File: src/rtl/uart_tx_serializer.sv
// UART transmit serializer: accepts one 12-bit frame per handshake and shifts
// the enabled bits out LSB-first on tx, each held for CLKS_PER_BIT clocks.
module uart_tx_serializer #(
    parameter int CLKS_PER_BIT = 434
) (
    input  logic        clk,
    input  logic        rst,
    input  logic [11:0] frame_in,
    input  logic        frame_valid,
    output logic        frame_ready,
    input  logic        data_length,
    input  logic        parity_en,
    input  logic        stop2,
    output logic        tx,
    output logic        busy,
    output logic        done
);

    localparam int CW = (CLKS_PER_BIT > 1) ? $clog2(CLKS_PER_BIT) : 1;
    localparam logic [CW-1:0] BAUD_LAST = CW'(CLKS_PER_BIT - 1);

    typedef enum logic {
        IDLE  = 1'b0,
        SHIFT = 1'b1
    } state_t;

    // Packs the enabled bits into transmit order; unused upper slots stay 1
    // so the forced stop level falls out naturally.
    function automatic logic [11:0] build_seq(input logic [11:0] f,
                                              input logic        dl,
                                              input logic        pe);
        logic [11:0] s;
        s      = 12'hFFF;
        s[0]   = 1'b0;
        s[7:1] = f[7:1];
        s[8]   = dl ? f[8] : (pe ? f[9] : 1'b1);
        s[9]   = (dl && pe) ? f[9] : 1'b1;
        return s;
    endfunction

    state_t        state_q, state_d;
    logic [CW-1:0] baud_q, baud_d;
    logic [3:0]    idx_q, idx_d;
    logic [3:0]    last_q, last_d;
    logic [11:0]   seq_q, seq_d;
    logic          tx_q, tx_d;
    logic          ready_q, ready_d;
    logic          busy_q, busy_d;
    logic          done_q, done_d;

    // State and output registers.
    always_ff @(posedge clk or posedge rst) begin
        if (rst) begin
            state_q <= IDLE;
            baud_q  <= '0;
            idx_q   <= 4'd0;
            last_q  <= 4'd0;
            seq_q   <= 12'hFFF;
            tx_q    <= 1'b1;
            ready_q <= 1'b1;
            busy_q  <= 1'b0;
            done_q  <= 1'b0;
        end else begin
            state_q <= state_d;
            baud_q  <= baud_d;
            idx_q   <= idx_d;
            last_q  <= last_d;
            seq_q   <= seq_d;
            tx_q    <= tx_d;
            ready_q <= ready_d;
            busy_q  <= busy_d;
            done_q  <= done_d;
        end
    end

    // Next-state and next-output logic.
    always_comb begin
        state_d = state_q;
        baud_d  = baud_q;
        idx_d   = idx_q;
        last_d  = last_q;
        seq_d   = seq_q;
        tx_d    = tx_q;
        ready_d = ready_q;
        busy_d  = busy_q;
        done_d  = 1'b0;
        case (state_q)
            IDLE: begin
                if (frame_valid && ready_q) begin
                    state_d = SHIFT;
                    seq_d   = build_seq(frame_in, data_length, parity_en);
                    // Index of the final bit: N-1 = 8 + optional bits.
                    last_d  = 4'd8 + {3'b000, data_length} + {3'b000, parity_en}
                            + {3'b000, stop2};
                    baud_d  = '0;
                    idx_d   = 4'd0;
                    tx_d    = 1'b0;
                    ready_d = 1'b0;
                    busy_d  = 1'b1;
                end else begin
                    tx_d    = 1'b1;
                    ready_d = 1'b1;
                    busy_d  = 1'b0;
                end
            end
            SHIFT: begin
                if (baud_q == BAUD_LAST) begin
                    baud_d = '0;
                    if (idx_q == last_q) begin
                        state_d = IDLE;
                        idx_d   = 4'd0;
                        tx_d    = 1'b1;
                        ready_d = 1'b1;
                        busy_d  = 1'b0;
                        done_d  = 1'b1;
                    end else begin
                        idx_d = idx_q + 4'd1;
                        tx_d  = seq_q[idx_q + 4'd1];
                    end
                end else begin
                    baud_d = baud_q + CW'(1);
                end
            end
            default: begin
                state_d = IDLE;
                baud_d  = '0;
                idx_d   = 4'd0;
                tx_d    = 1'b1;
                ready_d = 1'b1;
                busy_d  = 1'b0;
            end
        endcase
    end

    assign tx          = tx_q;
    assign frame_ready = ready_q;
    assign busy        = busy_q;
    assign done        = done_q;

endmodule

File: config.mk
export PLATFORM = sky130hd
export DESIGN_NAME = uart_tx_serializer
export DESIGN_NICKNAME = d
export VERILOG_FILES = /design/src/rtl/uart_tx_serializer.sv
export SDC_FILE = /design/constraint.sdc
export NUM_CORES = 1
export LEC_CHECK = 0
export ABC_AREA = 1
export CORE_ASPECT_RATIO = 0.7
export CORE_MARGIN = 1
export CORE_UTILIZATION = 45
export CTS_CLUSTER_SIZE = 8
export DETAILED_ROUTE_END_ITERATION = 10
export GPL_ROUTABILITY_DRIVEN = 0
export GPL_TIMING_DRIVEN = 0
export PLACE_DENSITY_LB_ADDON = 0.3
export SYNTH_ARGS = -nofsm -noshare
export SYNTH_HDL_FRONTEND = slang
export SYNTH_SLANG_ARGS = --single-unit
File: constraint.sdc
create_clock -name clk -period 3.9 [get_ports clk]
set_input_delay 0.78 -clock clk [delete_from_list [all_inputs] [get_ports clk]]
set_output_delay 0.78 -clock clk [all_outputs]
set_load 0.02 [all_outputs]
==> insert_results.sql <==
INSERT INTO impl_metrics (metric_group, metric, value, unit) VALUES
('power', 'ir_drop', '0.230', 'mV'),
('timing', 'final-hold-violation-count', '0', ''),
('setup_path', 'worstSetupPathType', 'flip-flop to primary output', ''),
('layout', 'final_cell_count_without_fillers', '271', ''),
('timing', 'transition_at_the_pin_with_the_smallest_max_transition_slack', '1.15', 'ns'),
('run', 'drv.max_cap_violation_count', '0', ''),
('yosys', 'yosysSeqAreaShare', '0.482', ''),
('setup_path', 'start_kind', 'flip-flop', ''),
('yosys', 'synthArstFlopShare', '1.00', ''),
('hold_path', 'worstHoldPathType', 'flip-flop to flip-flop', ''),
('floorplan', 'placeableCoreArea', '0.00332', 'mm^2'),
('routing', 'via_per_inst', '4.84', ''),
('setup_path', 'r2r_setup_slack', '2.43', 'ns'),
('cts', 'max-clock-path-buffers', '2', ''),
('placed_design', 'buffer_ports.inserted', '18', ''),
('yosys', 'number_of_enable_type_register_cells_in_the_synthesized_netlist', '0', ''),
('routing', 'routed_wire_length', '3.18', 'mm'),
('yosys', 'netlist_instances', '198', ''),
('layout', 'design.final.nets', '246', ''),
('setup_path', 'critPathMaxStageDelay', '0.60', 'ns'),
('floorplan', 'io_pins', '22', ''),
('layout', 'antenna-diode-count', '0', ''),
('routing', 'drt-pass1-iter-count', '4', ''),
('yosys', 'postSynthAreaPerCell', '8.29', 'um^2'),
('cts', 'cts_resized', '0', ''),
('cts', 'cts.htree.levels', '2', ''),
('setup_path', 'crit_fanout', '3', ''),
('timing', 'finalCritPeriodShare', '0.567', ''),
('setup_path', 'timing.rr.end', 'tx', ''),
('timing', 'hold-worst-slack', '0.457', 'ns'),
('setup_path', 'ff2ff_path_depth', '9', ''),
('floorplan', 'chipHeight', '52.5', 'um'),
('global_route', 'grt_max_degree', '32', ''),
('setup_path', 'critical-path-slowest-cell', 'sky130_fd_sc_hd__clkdlybuf4s50_1', ''),
('floorplan', 'die_outline_area', '0.00390', 'mm^2'),
('timing', 'finalMaxSlewViolations', '0', ''),
('floorplan', 'initial_utilization', '0.495', ''),
('cts', 'clk_transition_reported_paths', '0.07', 'ns'),
('cts', 'setup_buffers_after_cts', '0', ''),
('routing', 'ant_nets', '0', ''),
('yosys', 'synth_seq_cells', '31', ''),
('yosys', 'syn-num-nets', '221', ''),
('routing', 'remaining_drc_errors', '0', ''),
('outcome', 'outcome', 'complete, no violations', ''),
('routing', 'post_drt_wl_per_cell', '11.7', 'um'),
('global_route', 'antenna_found_initial', '0', ''),
('hold_path', 'worst_hold_path.endpoint', 'seq_q[0]', ''),
('cts', 'numCtsBuffers', '5', ''),
('timing', 'post-route-min-period', '2.21', 'ns'),
('setup_path', 'path_cells', 'clkdlybuf4s50_1', ''),
('yosys', 'number_of_warnings_printed_during_yosys_synthesis', '0', ''),
('layout', 'post_route_cells_drive_above_1_share', '0.174', ''),
('placed_design', 'hpwl', '2.26', 'mm'),
('global_route', 'grt_pass1_vias', '1212', ''),
('layout', 'layout-area-overhead-vs-synth', '20.7', '%'),
('setup_path', 'cp_num_buf_inv', '1', ''),
('timing', 'rsz0062_at_grt', 'false', ''),
('global_route', 'congestion_overflow_gr', '0', ''),
('cts', 'holdBufCountCts', '0', ''),
('hold_path', 'timing.hold.worst.start', 'seq_q[0]', ''),
('cts', 'tritoncts_num_sinks', '31', ''),
('yosys', 'postSynth.topFlopCell', 'sky130_fd_sc_hd__dfrtp_1', ''),
('global_route', 'grt_util_overall', '0.200', ''),
('cts', 'worstSkewPairLatency', '0.28', 'ns'),
('power', 'power.density', '315', 'mW/mm^2'),
('yosys', 'yosys.cell_types.count', '29', ''),
('setup_path', 'arrival', '1.43', 'ns'),
('setup_path', 'critical_path.top_delay_family', 'buffers and inverters', ''),
('timing', 'max_slew_headroom_at_the_worst_pin', '0.233', ''),
('setup_path', 'cp_data_required_time', '3.12', 'ns'),
('timing', 'finalSetupTns', '0', 'ns');
[cells in the final DEF (no fill, tap or decap), types with 2 or more instances in the layout]
cell and instances:
sky130_fd_sc_hd__nand2_1 52, sky130_fd_sc_hd__inv_1 24, sky130_fd_sc_hd__dfrtp_1 19, sky130_fd_sc_hd__nand3_1 18, sky130_fd_sc_hd__clkdlybuf4s50_1 18, sky130_fd_sc_hd__o21ai_0 15
sky130_fd_sc_hd__nor2_1 12, sky130_fd_sc_hd__dfstp_2 12, sky130_fd_sc_hd__clkbuf_8 7, sky130_fd_sc_hd__a21oi_1 5, sky130_fd_sc_hd__nand2_2 4, sky130_fd_sc_hd__o22ai_1 4
sky130_fd_sc_hd__ha_1 4, sky130_fd_sc_hd__inv_2 3, sky130_fd_sc_hd__nor2_4 3, sky130_fd_sc_hd__o21ai_1 3, sky130_fd_sc_hd__xnor2_1 3, sky130_fd_sc_hd__nand3_2 2
sky130_fd_sc_hd__nand4_1 2, sky130_fd_sc_hd__xor2_1 2
[final cells by class]
cell class | count | area [um^2]
Fill cell | 311 | 1340
Sequential cell | 31 | 791
Multi-Input combinational cell | 136 | 719
Timing Repair Buffer | 18 | 180
Inverter | 29 | 115
Clock buffer | 8 | 100
Tap cell | 47 | 58.8
Buffer | 2 | 16.3
[cell families (layout without fill, tap and decap cells)]
logic type / Yosys count / count (layout) / synth area share
adders and majority gates: 5 / 5 / 0.0427
AOI/OAI and AO/OA: 29 / 29 / 0.0945
and+or+nand+nor: 97 / 97 / 0.274
xor gates and xnor gates: 5 / 5 / 0.0267
DFF: 31 / 31 / 0.482
buffers and inverters: 31 / 57 / 0.0800
[per-stage QoR]
step | power [mW] | setup slack (ns) | util | area [um^2]
finish | 0.624 | 1.69 | 0.597 | 1980
detailed placement | 0.353 | 1.68 | 0.567 | 1880
global route | 0.646 | 1.66 | 0.597 | 1980
global placement | 0.353 | 1.72 | 0.567 | 1880
floorplan | 0.336 | 2.38 | - | 1640
CTS | 0.629 | 1.69 | 0.597 | 1980
[power breakdown]
group	total, mW	internal, mW	switching [mW]
Sequential	0.322	0.322	0
Clock	0.277	0.161	0.116
Combinational	0.0250	0.0137	0.0113
[state kept, by name (all words and copies together), names as in the netlist]
register,count
baud_q,9
busy,1
done,1
frame_ready,1
idx_q,4
last_q,3
seq_q,10
state_q,1
tx,1
[worst max-delay path by stage]
stage / slack [ns] / endpoint / startpoint
2_1_floorplan: 2.38 / last_q[0] / data_length
3_3_place_gp: 1.72 / idx_q[0] / rst
3_5_place_dp: 1.68 / done / rst
4_1_cts: 1.69 / frame_ready / frame_ready
5_1_grt: 1.66 / frame_ready / frame_ready
6_report: 1.69 / frame_ready / frame_ready
[layer usage]
metal	share of wire	global-route usage
met1	0.55	0.292
met2	0.40	0.268
met3	0.036	0.0481
met4	0.016	0.106
met5	0	0
[cell usage after synthesis, types with 2 or more instances]
| master | count | area share |
|---|---|---|
| sky130_fd_sc_hd__nand3_2 | 2 | 0.012 |
| sky130_fd_sc_hd__dfrtp_1 | 19 | 0.29 |
| sky130_fd_sc_hd__xor2_1 | 2 | 0.011 |
| sky130_fd_sc_hd__nand2_2 | 4 | 0.015 |
| sky130_fd_sc_hd__o21ai_1 | 3 | 0.0091 |
| sky130_fd_sc_hd__xnor2_1 | 3 | 0.016 |
| sky130_fd_sc_hd__nand4_1 | 2 | 0.0076 |
| sky130_fd_sc_hd__a21oi_1 | 5 | 0.015 |
| sky130_fd_sc_hd__nand3_1 | 18 | 0.055 |
| sky130_fd_sc_hd__ha_1 | 4 | 0.030 |
| sky130_fd_sc_hd__o21ai_0 | 15 | 0.046 |
| sky130_fd_sc_hd__nor2_4 | 3 | 0.021 |
| sky130_fd_sc_hd__nand2_1 | 52 | 0.12 |
| sky130_fd_sc_hd__inv_2 | 3 | 0.0069 |
| sky130_fd_sc_hd__o22ai_1 | 4 | 0.015 |
| sky130_fd_sc_hd__inv_1 | 24 | 0.055 |
| sky130_fd_sc_hd__dfstp_2 | 12 | 0.19 |
| sky130_fd_sc_hd__nor2_1 | 12 | 0.027 |
No activity file was read; power rests on OpenSTA's default activity.
